[config.mk]
export PLATFORM = sky130hd
export DESIGN_NAME = adc_pair_read_scheduler
export DESIGN_NICKNAME = d
export VERILOG_FILES = /design/src/rtl/adc_sched_pkg.sv /design/src/rtl/sched_down_counter.sv /design/src/rtl/adc_pair_read_scheduler.sv
export SDC_FILE = /design/constraint.sdc
export NUM_CORES = 1
export LEC_CHECK = 0
export ABC_AREA = 1
export CORE_MARGIN = 3
export CORE_UTILIZATION = 35
export CTS_BUF_LIST = sky130_fd_sc_hd__clkbuf_16
export CTS_CLUSTER_DIAMETER = 150
export DETAILED_ROUTE_END_ITERATION = 12
export SYNTH_ARGS = -nofsm -noshare
export SYNTH_HDL_FRONTEND = slang
export SYNTH_SLANG_ARGS = --single-unit
[constraint.sdc]
create_clock -name alg_clk -period 2.1 [get_ports alg_clk]
set_input_delay 0.315 -clock alg_clk [delete_from_list [all_inputs] [get_ports alg_clk]]
set_output_delay 0.315 -clock alg_clk [all_outputs]
set_load 0.01 [all_outputs]
[src/rtl/adc_sched_pkg.sv]
// Shared state encoding and default timing constants for the ADC pair read scheduler.
package adc_sched_pkg;

  typedef enum logic [2:0] {
    IDLE       = 3'd0,
    RST_ASSERT = 3'd1,
    RST_WAIT   = 3'd2,
    RUN        = 3'd3,
    FAULT      = 3'd4
  } sched_state_t;

  localparam int CNT_W           = 8;
  localparam int DEF_RST_CYCLES  = 8;
  localparam int DEF_WAIT_CYCLES = 32;
  localparam int DEF_SKEW_LIMIT  = 16;

endpackage

[src/rtl/sched_down_counter.sv]
// 8-bit phase/run-length counter: load, step down (or up when 'up' is set), zero flag.
module sched_down_counter
  import adc_sched_pkg::*;
(
  input  logic             alg_clk,
  input  logic             alg_rst_n,
  input  logic             load,
  input  logic [CNT_W-1:0] load_val,
  input  logic             step,
  input  logic             up,
  output logic [CNT_W-1:0] count,
  output logic             zero
);

  always_ff @(posedge alg_clk) begin
    if (!alg_rst_n) begin
      count <= '0;
    end else if (load) begin
      count <= load_val;
    end else if (step) begin
      count <= up ? count + 8'd1 : count - 8'd1;
    end
  end

  assign zero = (count == '0);

endmodule

[src/rtl/adc_pair_read_scheduler.sv]
// Read-side sequencer for the A/B ADC CDC FIFO pair: resets and settles the FIFOs,
// then issues lock-step paired reads and flags skew or overflow.
module adc_pair_read_scheduler
  import adc_sched_pkg::*;
#(
  parameter int DW          = 16,
  parameter int RST_CYCLES  = DEF_RST_CYCLES,
  parameter int WAIT_CYCLES = DEF_WAIT_CYCLES,
  parameter int SKEW_LIMIT  = DEF_SKEW_LIMIT
) (
  input  logic          alg_clk,
  input  logic          alg_rst_n,
  input  logic          enable,
  input  logic          empty_a,
  input  logic          empty_b,
  input  logic          full_a,
  input  logic          full_b,
  input  logic [DW-1:0] dout_a,
  input  logic [DW-1:0] dout_b,
  output logic          fifo_rst,
  output logic          rd_en_a,
  output logic          rd_en_b,
  output logic [DW-1:0] pair_a,
  output logic [DW-1:0] pair_b,
  output logic          pair_valid,
  output logic          skew_err,
  output logic          ovf_err,
  output logic          busy,
  output logic [31:0]   pair_cnt
);

  localparam logic [CNT_W-1:0] RST_LOAD  = CNT_W'(RST_CYCLES - 1);
  localparam logic [CNT_W-1:0] WAIT_LOAD = CNT_W'(WAIT_CYCLES - 1);
  localparam logic [CNT_W-1:0] SKEW_LAST = CNT_W'(SKEW_LIMIT - 1);

  sched_state_t     state;
  logic             rd_pend;
  logic             phase_load, phase_step, phase_zero;
  logic [CNT_W-1:0] phase_val;
  logic [CNT_W-1:0] phase_cnt_unused;
  logic             skew_load, skew_step, skew_zero_unused;
  logic [CNT_W-1:0] skew_cnt;
  logic             skew_mis, skew_hit, ovf_hit, rd_go;

  // Phase counter is preloaded with N-1 so each phase lasts exactly N cycles.
  always_comb begin
    phase_load = 1'b0;
    phase_val  = '0;
    phase_step = 1'b0;
    case (state)
      IDLE: begin
        phase_load = enable;
        phase_val  = RST_LOAD;
      end
      RST_ASSERT: begin
        phase_load = phase_zero;
        phase_val  = WAIT_LOAD;
        phase_step = !phase_zero;
      end
      RST_WAIT: phase_step = !phase_zero;
      default: ;
    endcase
  end

  assign skew_mis  = empty_a ^ empty_b;
  assign skew_load = (state != RUN) || !skew_mis;
  assign skew_step = (state == RUN) && skew_mis;
  assign skew_hit  = skew_step && (skew_cnt == SKEW_LAST);
  assign ovf_hit   = (state == RUN) && (full_a || full_b);
  assign rd_go     = !empty_a && !empty_b && !rd_en_a;

  sched_down_counter u_phase_cnt (
    .alg_clk  (alg_clk),
    .alg_rst_n(alg_rst_n),
    .load     (phase_load),
    .load_val (phase_val),
    .step     (phase_step),
    .up       (1'b0),
    .count    (phase_cnt_unused),
    .zero     (phase_zero)
  );

  sched_down_counter u_skew_cnt (
    .alg_clk  (alg_clk),
    .alg_rst_n(alg_rst_n),
    .load     (skew_load),
    .load_val ('0),
    .step     (skew_step),
    .up       (1'b1),
    .count    (skew_cnt),
    .zero     (skew_zero_unused)
  );

  // The read pipeline runs independently of state so an issued read always lands.
  always_ff @(posedge alg_clk) begin
    if (!alg_rst_n) begin
      state      <= IDLE;
      fifo_rst   <= 1'b0;
      rd_en_a    <= 1'b0;
      rd_en_b    <= 1'b0;
      rd_pend    <= 1'b0;
      pair_a     <= '0;
      pair_b     <= '0;
      pair_valid <= 1'b0;
      skew_err   <= 1'b0;
      ovf_err    <= 1'b0;
      busy       <= 1'b0;
      pair_cnt   <= '0;
    end else begin
      rd_en_a    <= 1'b0;
      rd_en_b    <= 1'b0;
      pair_valid <= 1'b0;
      rd_pend    <= rd_en_a;
      if (rd_pend) begin
        pair_a     <= dout_a;
        pair_b     <= dout_b;
        pair_valid <= 1'b1;
        pair_cnt   <= pair_cnt + 32'd1;
      end
      case (state)
        IDLE: if (enable) begin
          state    <= RST_ASSERT;
          fifo_rst <= 1'b1;
          busy     <= 1'b1;
          skew_err <= 1'b0;
          ovf_err  <= 1'b0;
          pair_cnt <= '0;
        end
        RST_ASSERT: if (!enable) begin
          state    <= IDLE;
          fifo_rst <= 1'b0;
          busy     <= 1'b0;
        end else if (phase_zero) begin
          state    <= RST_WAIT;
          fifo_rst <= 1'b0;
        end
        RST_WAIT: if (!enable) begin
          state <= IDLE;
          busy  <= 1'b0;
        end else if (phase_zero) begin
          state <= RUN;
        end
        RUN: if (skew_hit || ovf_hit) begin
          state    <= FAULT;
          busy     <= 1'b0;
          skew_err <= skew_err | skew_hit;
          ovf_err  <= ovf_err | ovf_hit;
        end else if (!enable) begin
          if (!rd_en_a && !rd_pend) begin
            state <= IDLE;
            busy  <= 1'b0;
          end
        end else if (rd_go) begin
          rd_en_a <= 1'b1;
          rd_en_b <= 1'b1;
        end
        FAULT: if (!enable) state <= IDLE;
        default: begin
          state <= IDLE;
          busy  <= 1'b0;
        end
      endcase
    end
  end

endmodule

After elaboration in Yosys (flattened, before gate mapping):

Cells that the tools add are included.

* register bits after elaboration: 90
* input bits: 39
* output and inout port bits: 71
* logic and storage cells: 98

* add/sub/neg operators: 3
* equality and inequality tests: 14
* multiplexer cells: 34
* bitwise logic cells: 7
* reductions and logical operators: 27

Operators by type and width (number)
* $mux W32: 3
* $add A32 B1 Y32 const B: 1
* $mux W3: 9
* $mux W8: 2
* $pmux W3 S5: 1
* $mux W1: 13
* $pmux W5 S2: 1
* $add A8 B1 Y8 const B: 1
* $eq A8 B4 Y1 const B: 1
* $logic_not A8 Y1: 1
* $pmux W1 S2: 4
* $sub A8 B1 Y8 const B: 1
* $eq A3 B2 Y1 const B: 2
* $logic_and A1 B1 Y1: 6
* $logic_not A1 Y1: 6
* $ne A2 B2 Y1 const B: 3
* $ne A3 B2 Y1 const B: 2
* $ne A3 B3 Y1 const B: 2
* $reduce_and A3 Y1: 2
* $reduce_and A6 Y1: 1
* $reduce_bool A2 Y1: 3
* $reduce_and A5 Y1: 1
* $not A1 Y1: 4
* $pmux W1 S4: 1
* 10 further kinds: 14

Depth between registers and ports, before layout:

* depth in word-level cells: 6
* depth in mapped cells: 12
* gate-level depth less buffers: 12

Hierarchy:

A second synthesis with hierarchy kept.

* cell total of the unflattened synthesis: 698
* area, all modules: 4793.3 um^2

By module, submodules not included
* adc_pair_read_scheduler: times used 1, cells an instance 490, area an instance 3414.5 um^2
* sched_down_counter: times used 2, cells an instance 104, area an instance 689.4 um^2

Worst setup path after synthesis:

Ideal clock, no wire load.

* path type: reg-to-reg
* start: register pair_cnt[0]
* end: register pair_cnt[8]
* library setup time: 0.117 ns
* arrival: 1.339 ns
* path slack: 0.644 ns
* stages on the path, launching flop included: 11
* path buffers: 0
* clock period less this slack: 1.456 ns
* cells stage by stage: dfxtp_1 > ha_1 > inv_1 > nor2_2 > nand2_1 > inv_2 > nand2_1 > nor2_2 > nand2_1 > xor2_1 > nor2_1

* longest elaborated chain between the ends: 4

Ends and longest elaborated chain
* start: declaration: line adc_pair_read_scheduler.sv:29 `output logic [31:0] pair_cnt`
* start signal: assignment: line adc_pair_read_scheduler.sv:118 `pair_cnt <= pair_cnt + 32'd1;`
* $add A32 B1 Y32 *: line adc_pair_read_scheduler.sv:118
* $mux W32 *: line adc_pair_read_scheduler.sv:114 `if (rd_pend) begin`
* $mux W32: line adc_pair_read_scheduler.sv:121 `IDLE: if (enable) begin`
* $mux W32 *: line adc_pair_read_scheduler.sv:120 `case (state)`

Mark *: on every way between the ends. The rest lies on a longest branch, timed or not.
A chain may end at the register's enable or synchronous reset.

Worst setup path in the final report:

* start: register pair_cnt[0]
* end: register pair_cnt[18]

Same word-level chain as after synthesis.

==> impl_metrics.yaml <==
route:
  drt_wl_total_um: 10850
  wl_per_cell_um: 13.13
  drt-vias-per-instance: 4.806
  vias: 3970
  ant_nets: 0
  drc: 0
  dr.pass1.iters: 4
  drtIter0Drc: 167
global_routing:
  grtUsageTotal_pct: 17.17
  grt_overflow_total: 0
  first_global_vias: 3876
  grt_start_max_net_pins: 45
  grt_pass1_wl_um: 17930
  antenna_found_initial: 0
critical_path:
  crit_required_ns: 2.33
  arrival_ns: 1.96
  cp_cell_sequence: "ha_1 > inv_1 > nor2_2 > nand2_1 > nor3_2 > nand2_1 > xor2_1 > nor2_1"
  cp-end-kind: "register"
  cp_common_cell: "nand2_1"
  cpPeakStageDelay_ns: 0.42
  path_max_fanout: 4
  cp_slowest_cell: "dfxtp_1"
  start_kind: "register"
  path_class: "register to register"
power_and_ir_drop:
  power.leakage_uw: 0.002223
  p_int_uw: 3113
  clock_power_share_pct: 34.3
  peakVddDrop_uv: 427.4
  power_density_nw_per_um2: 804.3
  p_sw_uw: 1364
  comb_power_share_pct: 23.6
  p_seq_share_pct: 42.2
  power.share.switching_pct: 30.47
timing:
  finalMaxSlewViolations: 0
  rsz0062_at_grt: "no"
  fin_crit_sh_pct: 82.41
  hold_viol_final: 0
  holdWs_ns: 0.4621
  finClkSkew_ns: 0.004392
  finalSetupViolations: 0
  finalCriticalPeriod_ns: 1.731
  max_freq_ghz: 0.5778
  setup-tns-final_ns: 0
  relSlewSlack_pct: 74.65
  max_slew.worst_pin.slew_ns: 0.3773
die:
  initial_core_util_pct: 36.60
  rows: 38
  fp.dieW_um: 113.6
  die-height_um: 113.6
  die-area_um2: 12910
  pin_count: 110
  core_area_um2: 11080
yosys:
  synth_top_area_cell: "dfxtp_1"
  synth_cell_types: 33
  yosysWarningCount: 0
  synth_area_leaders: "dfxtp_1, nor2_1, nand2_1, inv_1, o21ai_0"
  synth_area_um2: 4055
  synth_top_cell_area_share_pct: 44.43
  ys_seq_area_share_pct: 44.43
  postSynthCellCount: 574
  avgSynthCellArea_um2: 7.065
  synth_nets: 618
  ys_ff_latch: 90
cts:
  cts-resized-gates: 0
  cts_num_sinks: 90
  cts_root_buf: "clkbuf_16"
  cts_setup_buffers: 0
  htree_levels: 3
  clockBufferDepth: 2
  clk_pin_slew_ns: 0.06
  clk-insertion-delay-late_ns: 0.34
  cts_buffers: 9
  postCtsHoldBufs: 0
  cts_tree: "built"
placement:
  hpwl_um: 7998
  placed_area_um2: 5290
  portBuffers: 109
  place_congestion: 0.8314
final_layout:
  fin_util_pct: 50.25
  final_net_count: 726
  final_area_um2: 5567
  antenna_cells: 0
  layout-drive-gt1-share_pct: 6.851
  syn2layout_area_growth_pct: 37.27
outcome:
  status: "finished clean"
run:
  drv_cap: 0
min_path:
  hp-class: "register to register"
[cells in the final DEF, fill, tap and decap left out, types with 2 or more instances in the layout]
master and instances:
a21oi_1 28, a31oi_1 2, and3_1 2, buf_4 4, clkbuf_16 9, clkdlybuf4s50_1 109
clkinv_2 2, dfxtp_1 90, ha_1 5, inv_1 57, inv_2 7, nand2_1 93
nand2_2 6, nand3_1 31, nand4_1 10, nor2_1 130, nor2_2 11, nor2_4 3
nor3_1 12, nor3_2 3, o21a_1 2, o21ai_0 39, o21ai_1 4, xnor2_1 4
xor2_1 12
[critical path: cells and delay by family (launching register included)]
| family | cells | cell delay, ns |
|---|---|---|
| and+or+nand+nor | 5 | 0.77 |
| DFF | 1 | 0.42 |
| buffers and inverters | 1 | 0.05 |
| adders and majority gates | 1 | 0.20 |
| xor gates and xnor gates | 1 | 0.18 |
[synth_stat cells]
| library cell | number |
|---|---|
| and2b_1 | 1 |
| a21oi_1 | 28 |
| ha_1 | 5 |
| o211ai_1 | 1 |
| nand2_1 | 93 |
| dfxtp_1 | 90 |
| xor2_1 | 12 |
| or2_0 | 1 |
| nor2_1 | 130 |
| nor2_4 | 3 |
| nor2_2 | 11 |
| a21boi_0 | 1 |
| and3_1 | 2 |
| inv_1 | 55 |
| o21ai_0 | 39 |
| nor3_2 | 3 |
| inv_2 | 7 |
| buf_1 | 4 |
| o21bai_1 | 1 |
| xnor2_1 | 4 |
| o21a_1 | 2 |
| and2_1 | 1 |
| nor3b_1 | 1 |
| nand2_2 | 6 |
| o22ai_1 | 1 |
| buf_2 | 2 |
| o21ai_1 | 4 |
| nand4_1 | 10 |
| nand3_1 | 31 |
| buf_4 | 4 |
| nor3_1 | 12 |
| clkbuf_1 | 7 |
| a31oi_1 | 2 |
[registers in the layout (all words and copies together), names as in the netlist, 3 cells and up]
name,count
pair_a,16
pair_b,16
pair_cnt,32
state,3
u_phase_cnt.count,8
u_skew_cnt.count,8
[path summary, 6_finish.rpt]
kind | start | endpoint | slack [ns] | cells after the start
worst max-delay path | pair_cnt[0] | pair_cnt[18] | 0.37 | 8
worst min-delay path | u_skew_cnt.count[0] | u_skew_cnt.count[0] | 0.46 | 1
worst max register to register | pair_cnt[0] | pair_cnt[18] | 0.37 | 8
worst min register to register | u_skew_cnt.count[0] | u_skew_cnt.count[0] | 0.46 | 1
[cell type report]
type / instances / area, µm²
clock buffers: 9 / 225.2
clock inverters: 6 / 51.30
fillers: 1143 / 5512
inverters: 62 / 232.7
multi-input cells: 405 / 1939
flip-flops and latches: 90 / 1802
well taps: 140 / 175.2
repair buffers: 114 / 1141
[kinds of logic (layout without fill, tap and decap cells)]
family | Yosys count | after routing | share of synthesized area, %
buffers and inverters | 79 | 191 | 7.745
flip-flops | 90 | 90 | 44.43
AND/OR/NAND/NOR | 305 | 305 | 32.68
adder cells (fa/ha/maj) | 5 | 5 | 1.543
XOR/XNOR | 16 | 16 | 3.456
AO/OA/AOI/OAI | 79 | 79 | 10.15
[power groups by stage]
stage	sequential (µW)	clock, µW	combinational [µW]
global placement	1920	0	1030
floorplan	1910	0	753
finish	1890	1530	1060
global route	1900	1650	1200
detailed placement	1920	0	1050
CTS	1880	1580	1060
[per-stage QoR]
step | worst slack, ns | power (µW) | instances
after floorplan | 0.6438 | 2667 | 574
after global placement | 0.1859 | 2948 | 811
after detailed placement | 0.1052 | 2967 | 811
after CTS | 0.3645 | 4525 | 826
after global routing | 0.2382 | 4740 | 826
final | 0.3694 | 4477 | 826
[per-layer routing]
layer	up-vias	global-route usage, %	share of wire, %
li1	2036	-	-
met1	1821	20.62	45
met2	101	28.98	47
met3	12	4.668	6.9
met4	0	7.051	1.6
met5	-	0	0
No activity file was read; power rests on OpenSTA's default activity.
